### src/rtl/mem_arb.sv
// mem_arb: shares one memory port between IFU and LSU, one transaction in flight.
// Define MEM_ARB_RR_EN for round-robin ties; otherwise the LSU has fixed priority.
module mem_arb #(
   parameter int ADDR_WIDTH = 32,
   parameter int DATA_WIDTH = 32
) (
   input  logic                      clk,
   input  logic                      rst,
   input  logic                      ifu_req_valid,
   output logic                      ifu_req_ready,
   input  logic [ADDR_WIDTH-1:0]     ifu_addr,
   output logic                      ifu_resp_valid,
   output logic [DATA_WIDTH-1:0]     ifu_resp_data,
   input  logic                      lsu_req_valid,
   output logic                      lsu_req_ready,
   input  logic [ADDR_WIDTH-1:0]     lsu_addr,
   input  logic                      lsu_wen,
   input  logic [DATA_WIDTH-1:0]     lsu_wdata,
   input  logic [DATA_WIDTH/8-1:0]   lsu_wmask,
   output logic                      lsu_resp_valid,
   output logic [DATA_WIDTH-1:0]     lsu_resp_data,
   output logic                      mem_req_valid,
   input  logic                      mem_req_ready,
   output logic [ADDR_WIDTH-1:0]     mem_addr,
   output logic                      mem_wen,
   output logic [DATA_WIDTH-1:0]     mem_wdata,
   output logic [DATA_WIDTH/8-1:0]   mem_wmask,
   input  logic                      mem_resp_valid,
   input  logic [DATA_WIDTH-1:0]     mem_resp_data,
   output logic                      spurious
);

   localparam int MASK_W = DATA_WIDTH / 8;
   localparam logic [1:0] S_IDLE = 2'd0;
   localparam logic [1:0] S_REQ  = 2'd1;
   localparam logic [1:0] S_RESP = 2'd2;

   logic [1:0]            state_q, state_d;
   logic                  owner_q, owner_d;
   logic [ADDR_WIDTH-1:0] addr_q, addr_d;
   logic                  wen_q, wen_d;
   logic [DATA_WIDTH-1:0] wdata_q, wdata_d;
   logic [MASK_W-1:0]     wmask_q, wmask_d;
   logic                  ifu_rv_q, ifu_rv_d;
   logic                  lsu_rv_q, lsu_rv_d;
   logic [DATA_WIDTH-1:0] ifu_rd_q, ifu_rd_d;
   logic [DATA_WIDTH-1:0] lsu_rd_q, lsu_rd_d;
   logic                  spurious_q, spurious_d;
   logic                  gnt_ifu, gnt_lsu, idle;

`ifdef MEM_ARB_RR_EN
   // 1 = LSU owned the most recently accepted request
   logic                  last_owner_q, last_owner_d;

   always_comb begin
      gnt_ifu = ifu_req_valid;
      gnt_lsu = lsu_req_valid;
      if (ifu_req_valid && lsu_req_valid) begin
         gnt_ifu = last_owner_q;
         gnt_lsu = !last_owner_q;
      end
   end
`else
   always_comb begin
      gnt_lsu = lsu_req_valid;
      gnt_ifu = ifu_req_valid && !lsu_req_valid;
   end
`endif

   assign idle          = (state_q == S_IDLE);
   assign ifu_req_ready = idle && gnt_ifu;
   assign lsu_req_ready = idle && gnt_lsu;

   always_comb begin
      state_d    = state_q;
      owner_d    = owner_q;
      addr_d     = addr_q;
      wen_d      = wen_q;
      wdata_d    = wdata_q;
      wmask_d    = wmask_q;
      ifu_rv_d   = 1'b0;
      lsu_rv_d   = 1'b0;
      ifu_rd_d   = ifu_rd_q;
      lsu_rd_d   = lsu_rd_q;
      spurious_d = spurious_q | (mem_resp_valid && state_q != S_RESP);
`ifdef MEM_ARB_RR_EN
      last_owner_d = last_owner_q;
`endif
      case (state_q)
         S_IDLE: begin
            if (gnt_lsu) begin
               state_d = S_REQ;
               owner_d = 1'b1;
               addr_d  = lsu_addr;
               wen_d   = lsu_wen;
               wdata_d = lsu_wdata;
               wmask_d = lsu_wmask;
`ifdef MEM_ARB_RR_EN
               last_owner_d = 1'b1;
`endif
            end else if (gnt_ifu) begin
               state_d = S_REQ;
               owner_d = 1'b0;
               addr_d  = ifu_addr;
               wen_d   = 1'b0;
               wdata_d = '0;
               wmask_d = '0;
`ifdef MEM_ARB_RR_EN
               last_owner_d = 1'b0;
`endif
            end
         end
         S_REQ: begin
            if (mem_req_ready) state_d = S_RESP;
         end
         S_RESP: begin
            if (mem_resp_valid) begin
               state_d = S_IDLE;
               if (owner_q) begin
                  lsu_rv_d = 1'b1;
                  lsu_rd_d = wen_q ? '0 : mem_resp_data;
               end else begin
                  ifu_rv_d = 1'b1;
                  ifu_rd_d = mem_resp_data;
               end
            end
         end
         default: state_d = S_IDLE;
      endcase
   end

   always_ff @(posedge clk) begin
      if (rst) begin
         state_q    <= S_IDLE;
         owner_q    <= 1'b0;
         addr_q     <= '0;
         wen_q      <= 1'b0;
         wdata_q    <= '0;
         wmask_q    <= '0;
         ifu_rv_q   <= 1'b0;
         lsu_rv_q   <= 1'b0;
         ifu_rd_q   <= '0;
         lsu_rd_q   <= '0;
         spurious_q <= 1'b0;
`ifdef MEM_ARB_RR_EN
         last_owner_q <= 1'b1;
`endif
      end else begin
         state_q    <= state_d;
         owner_q    <= owner_d;
         addr_q     <= addr_d;
         wen_q      <= wen_d;
         wdata_q    <= wdata_d;
         wmask_q    <= wmask_d;
         ifu_rv_q   <= ifu_rv_d;
         lsu_rv_q   <= lsu_rv_d;
         ifu_rd_q   <= ifu_rd_d;
         lsu_rd_q   <= lsu_rd_d;
         spurious_q <= spurious_d;
`ifdef MEM_ARB_RR_EN
         last_owner_q <= last_owner_d;
`endif
      end
   end

   assign mem_req_valid  = (state_q == S_REQ);
   assign mem_addr       = addr_q;
   assign mem_wen        = wen_q;
   assign mem_wdata      = wdata_q;
   assign mem_wmask      = wmask_q;
   assign ifu_resp_valid = ifu_rv_q;
   assign lsu_resp_valid = lsu_rv_q;
   assign ifu_resp_data  = ifu_rd_q;
   assign lsu_resp_data  = lsu_rd_q;
   assign spurious       = spurious_q;

endmodule

### config.mk
export PLATFORM = sky130hd
export DESIGN_NAME = mem_arb
export DESIGN_NICKNAME = d
export VERILOG_FILES = /design/src/rtl/mem_arb.sv
export SDC_FILE = /design/constraint.sdc
export NUM_CORES = 1
export LEC_CHECK = 0
export ABC_AREA = 1
export BUFFER_PORTS_ARGS = -buffer_cell sky130_fd_sc_hd__buf_2
export CORE_MARGIN = 2
export CORE_UTILIZATION = 47
export DETAILED_ROUTE_END_ITERATION = 10
export GPL_ROUTABILITY_DRIVEN = 0
export PLACE_DENSITY_LB_ADDON = 0.12
export SLEW_MARGIN = 0
export SYNTH_ARGS = -nofsm -noshare
export SYNTH_HDL_FRONTEND = slang
export SYNTH_SLANG_ARGS = --single-unit
### constraint.sdc
create_clock -name clk -period 1.55 [get_ports clk]
set_input_delay 0.2325 -clock clk [delete_from_list [all_inputs] [get_ports clk]]
set_output_delay 0.2325 -clock clk [all_outputs]
set_load 0.02 [all_outputs]
==> flow_metrics.tcl <==
set metrics [dict create \
    cts_root_buf "clkbuf_16" \
    crit_slowest_cell "dfxtp_2" \
    wl_per_cell_um 12.43 \
    grtUsageTotal 0.2443 \
    antenna_found_initial 2 \
    crit_arrival_ns 1.26 \
    tightest_slew_ns 0.5432 \
    hpwl_mm 11.54 \
    skew_ns 0.005365 \
    end_kind "output pin" \
    cts_setup_buffers 0 \
    post-route-min-period_ns 1.495 \
    synthAdderAreaFrac 0 \
    outcome "completed" \
    dp.cells 1303 \
    sequentialPowerShare 0.396 \
    yosysTopAreaCell "dfxtp_1" \
    r2r-start "state_q[0]$_SDFFE_PP0P_" \
    power.density_nw_per_um2 1253 \
    io_pins 278 \
    synthMuxAreaShare 0 \
    yosys.area_share.xor_xnor 0 \
    synthesis.area_sq_um 5948 \
    max_freq_ghz 0.6690 \
    yosys.area.top_type_share 0.4678 \
    critPathMaxStageDelay_ns 0.36 \
    ys_types 19 \
    grt_pass1_wl_mm 26.09 \
    synth_top_family_by_area "simple AND/OR/NAND/NOR gates" \
    synth_seq_area_share 0.4678 \
    p_comb_frac 0.211 \
    htreeDepth 4 \
    drv_cap 0 \
    max_slew_margin 0.6374 \
    stdcell_count 1335 \
    chipWidth_um 116.5 \
    drive_gt1_frac 0.2892 \
    final_util 0.6509 \
    dr_total_vias 6163 \
    overflow 0 \
    synth_area_per_cell_sq_um 6.646 \
    ys_ff_latch 139 \
    final_hold_viol_count 0 \
    worst-setup-path-type "register to output pin" \
    p_total_mw 10.17 \
    leakage_nw 4.257 \
    start_util 0.4772 \
    detail-route-antenna-nets 0 \
    setup.worst_path.start_class "register" \
    cts.clk_slew.worst_paths_ns 0.06 \
    setup_viol 0 \
    dieArea_sq_um 13570 \
    cts_buffers 17 \
    portBuffers 277 \
    grt_max_degree 73 \
    numClockSinks 139 \
    p_sw_mw 2.968 \
    clockBufferDepth 2 \
    nFillCells 1233 \
    insertion_delay_ns 0.42 \
    cts_tree "yes" \
    rows 41 \
    die_h_um 116.5 \
    ir_drop_v 0.0007375 \
    holdCritPathClass "input port to register" \
    synth-simple-area-share 0.3774 \
    intPower_mw 7.197 \
    cp-startpoint "state_q[0]$_SDFFE_PP0P_" \
    holdBufCountCts 0 \
    clkPwrFrac 0.393 \
    first_pass_iters 5 \
    post-route-period-util 0.9644 \
    switching_share 0.2920 \
    crit_fanout 6 \
    synth_compound_area_frac 0.06058 \
    rsz0062_at_grt "true" \
    drcViolationCount 0 \
    synth_fp_nets 1034 \
    core_area_sq_um 12470 \
    nets 1289 \
    viasPerCell 4.616 \
    slew_violations 0 \
    grt_pass1_vias 5618 \
    synthTopCellsByArea "dfxtp_1, nand2_1, nor2_1, inv_1, nand3b_1" \
    worstPathRequired_ns 1.32 \
    wl_mm 16.59 \
    netlist_instances 895 \
    crit_chain "nor4_2, buf_4" \
    drtIter0Drc 386 \
    hold_start "mem_resp_data[18]" \
    area_delta_synth_final_pct 36.41 \
    yosys_warnings 0 \
]
per-stage QoR:
stage	setup WS [ns]	TNS, ns	area, sq um	hold WS (ns)
final	0.05515	0	8114	0.08208
after detailed placement	0.1727	0	7520	0.4517
after global placement	0.2263	0	7520	0.4459
after global routing	-0.001803	-0.001803	8114	0.07853
after floorplan	0.1960	0	5954	0.3772
after CTS	-0.01090	-0.01090	8104	0.06674
placed cells by master, fill, tap and decap left out, types with 2 or more instances in the layout:
cell type,count
nand3b_1,31
inv_1,73
inv_2,4
a21oi_1,40
dfxtp_1,137
nand2_1,301
buf_2,275
buf_4,13
clkinv_2,4
dfxtp_2,2
nand3_1,42
nor2_1,164
o21ai_1,6
o21ai_0,26
buf_12,7
clkbuf_1,5
nor2_2,3
clkbuf_16,17
nor2_4,2
bufinv_16,3
nand2_2,2
flip-flops by register name (all words and copies together) (netlist names):
register / count
ifu_resp_data: 32
lsu_resp_data: 32
mem_wmask: 4
owner_q: 1
mem_addr: 32
state_q: 2
lsu_resp_valid: 1
ifu_resp_valid: 1
mem_wdata: 32
mem_wen: 1
spurious: 1
repair_timing:
item / in CTS / in global routing
endpoints found under the setup margin: 2 / 7
resized for setup: 2 / 4
pin swaps: 1 / 1
layout make-up:
cell class,instances,area (sq um),share of cell area
diodes,1,2.502,0.0003084
clock buffers,23,457.9,0.05644
flip-flops and latches,139,2785,0.3433
multi-input cells,620,2631,0.3243
well taps,172,215.2,0.02652
inverters,77,289.0,0.03562
repair buffers,295,1614,0.1989
clock inverters,8,118.9,0.01465
power by group through the flow:
stage	Combinational, mW	Sequential [mW]	Clock [mW]
after floorplan	1.03	4.45	0
after global placement	2.14	4.09	0
after detailed placement	2.14	4.09	0
after CTS	2.16	4.02	4.06
after global routing	2.40	4.06	4.20
final	2.15	4.02	4.00
metal layers:
layer  up-vias  part of all wire  track usage
li1       3236                 -            -
met1      2648              0.42       0.2997
met2       240              0.46       0.3880
met3        37             0.093      0.08718
met4         2             0.026       0.1079
met5         -           0.00078            0
critical path: cells and delay by family, from the launching register on:
family        cells  cell delay [ns]
buf+inv           1             0.21
flops             1             0.36
simple gates      1             0.28
final timing paths:
| check | cells after the start | slack [ns] | endpoint |
|---|---|---|---|
| hold / removal | 3 | 0.08 | lsu_resp_data[18]$_SDFFE_PP0P_ |
| setup reg to reg | 6 | 0.22 | lsu_resp_data[8]$_SDFFE_PP0P_ |
| hold reg to reg | 2 | 0.46 | mem_wdata[0]$_SDFFE_PP0P_ |
| setup / recovery | 2 | 0.06 | ifu_req_ready |
Yosys cell counts, drive strengths merged:
master  instances
o21ai          32
inv            77
nand3b         31
nor2          169
nor3            1
a21oi          40
clkbuf         24
nor4            1
nand2         304
dfxtp         139
buf            35
nand3          42
logic make-up after synthesis:
kind of cell,Yosys count
AO/OA/AOI/OAI,72
buffers and inverters,136
flip-flops,139
AND/OR/NAND/NOR,548
No activity file was read; power rests on OpenSTA's default activity.
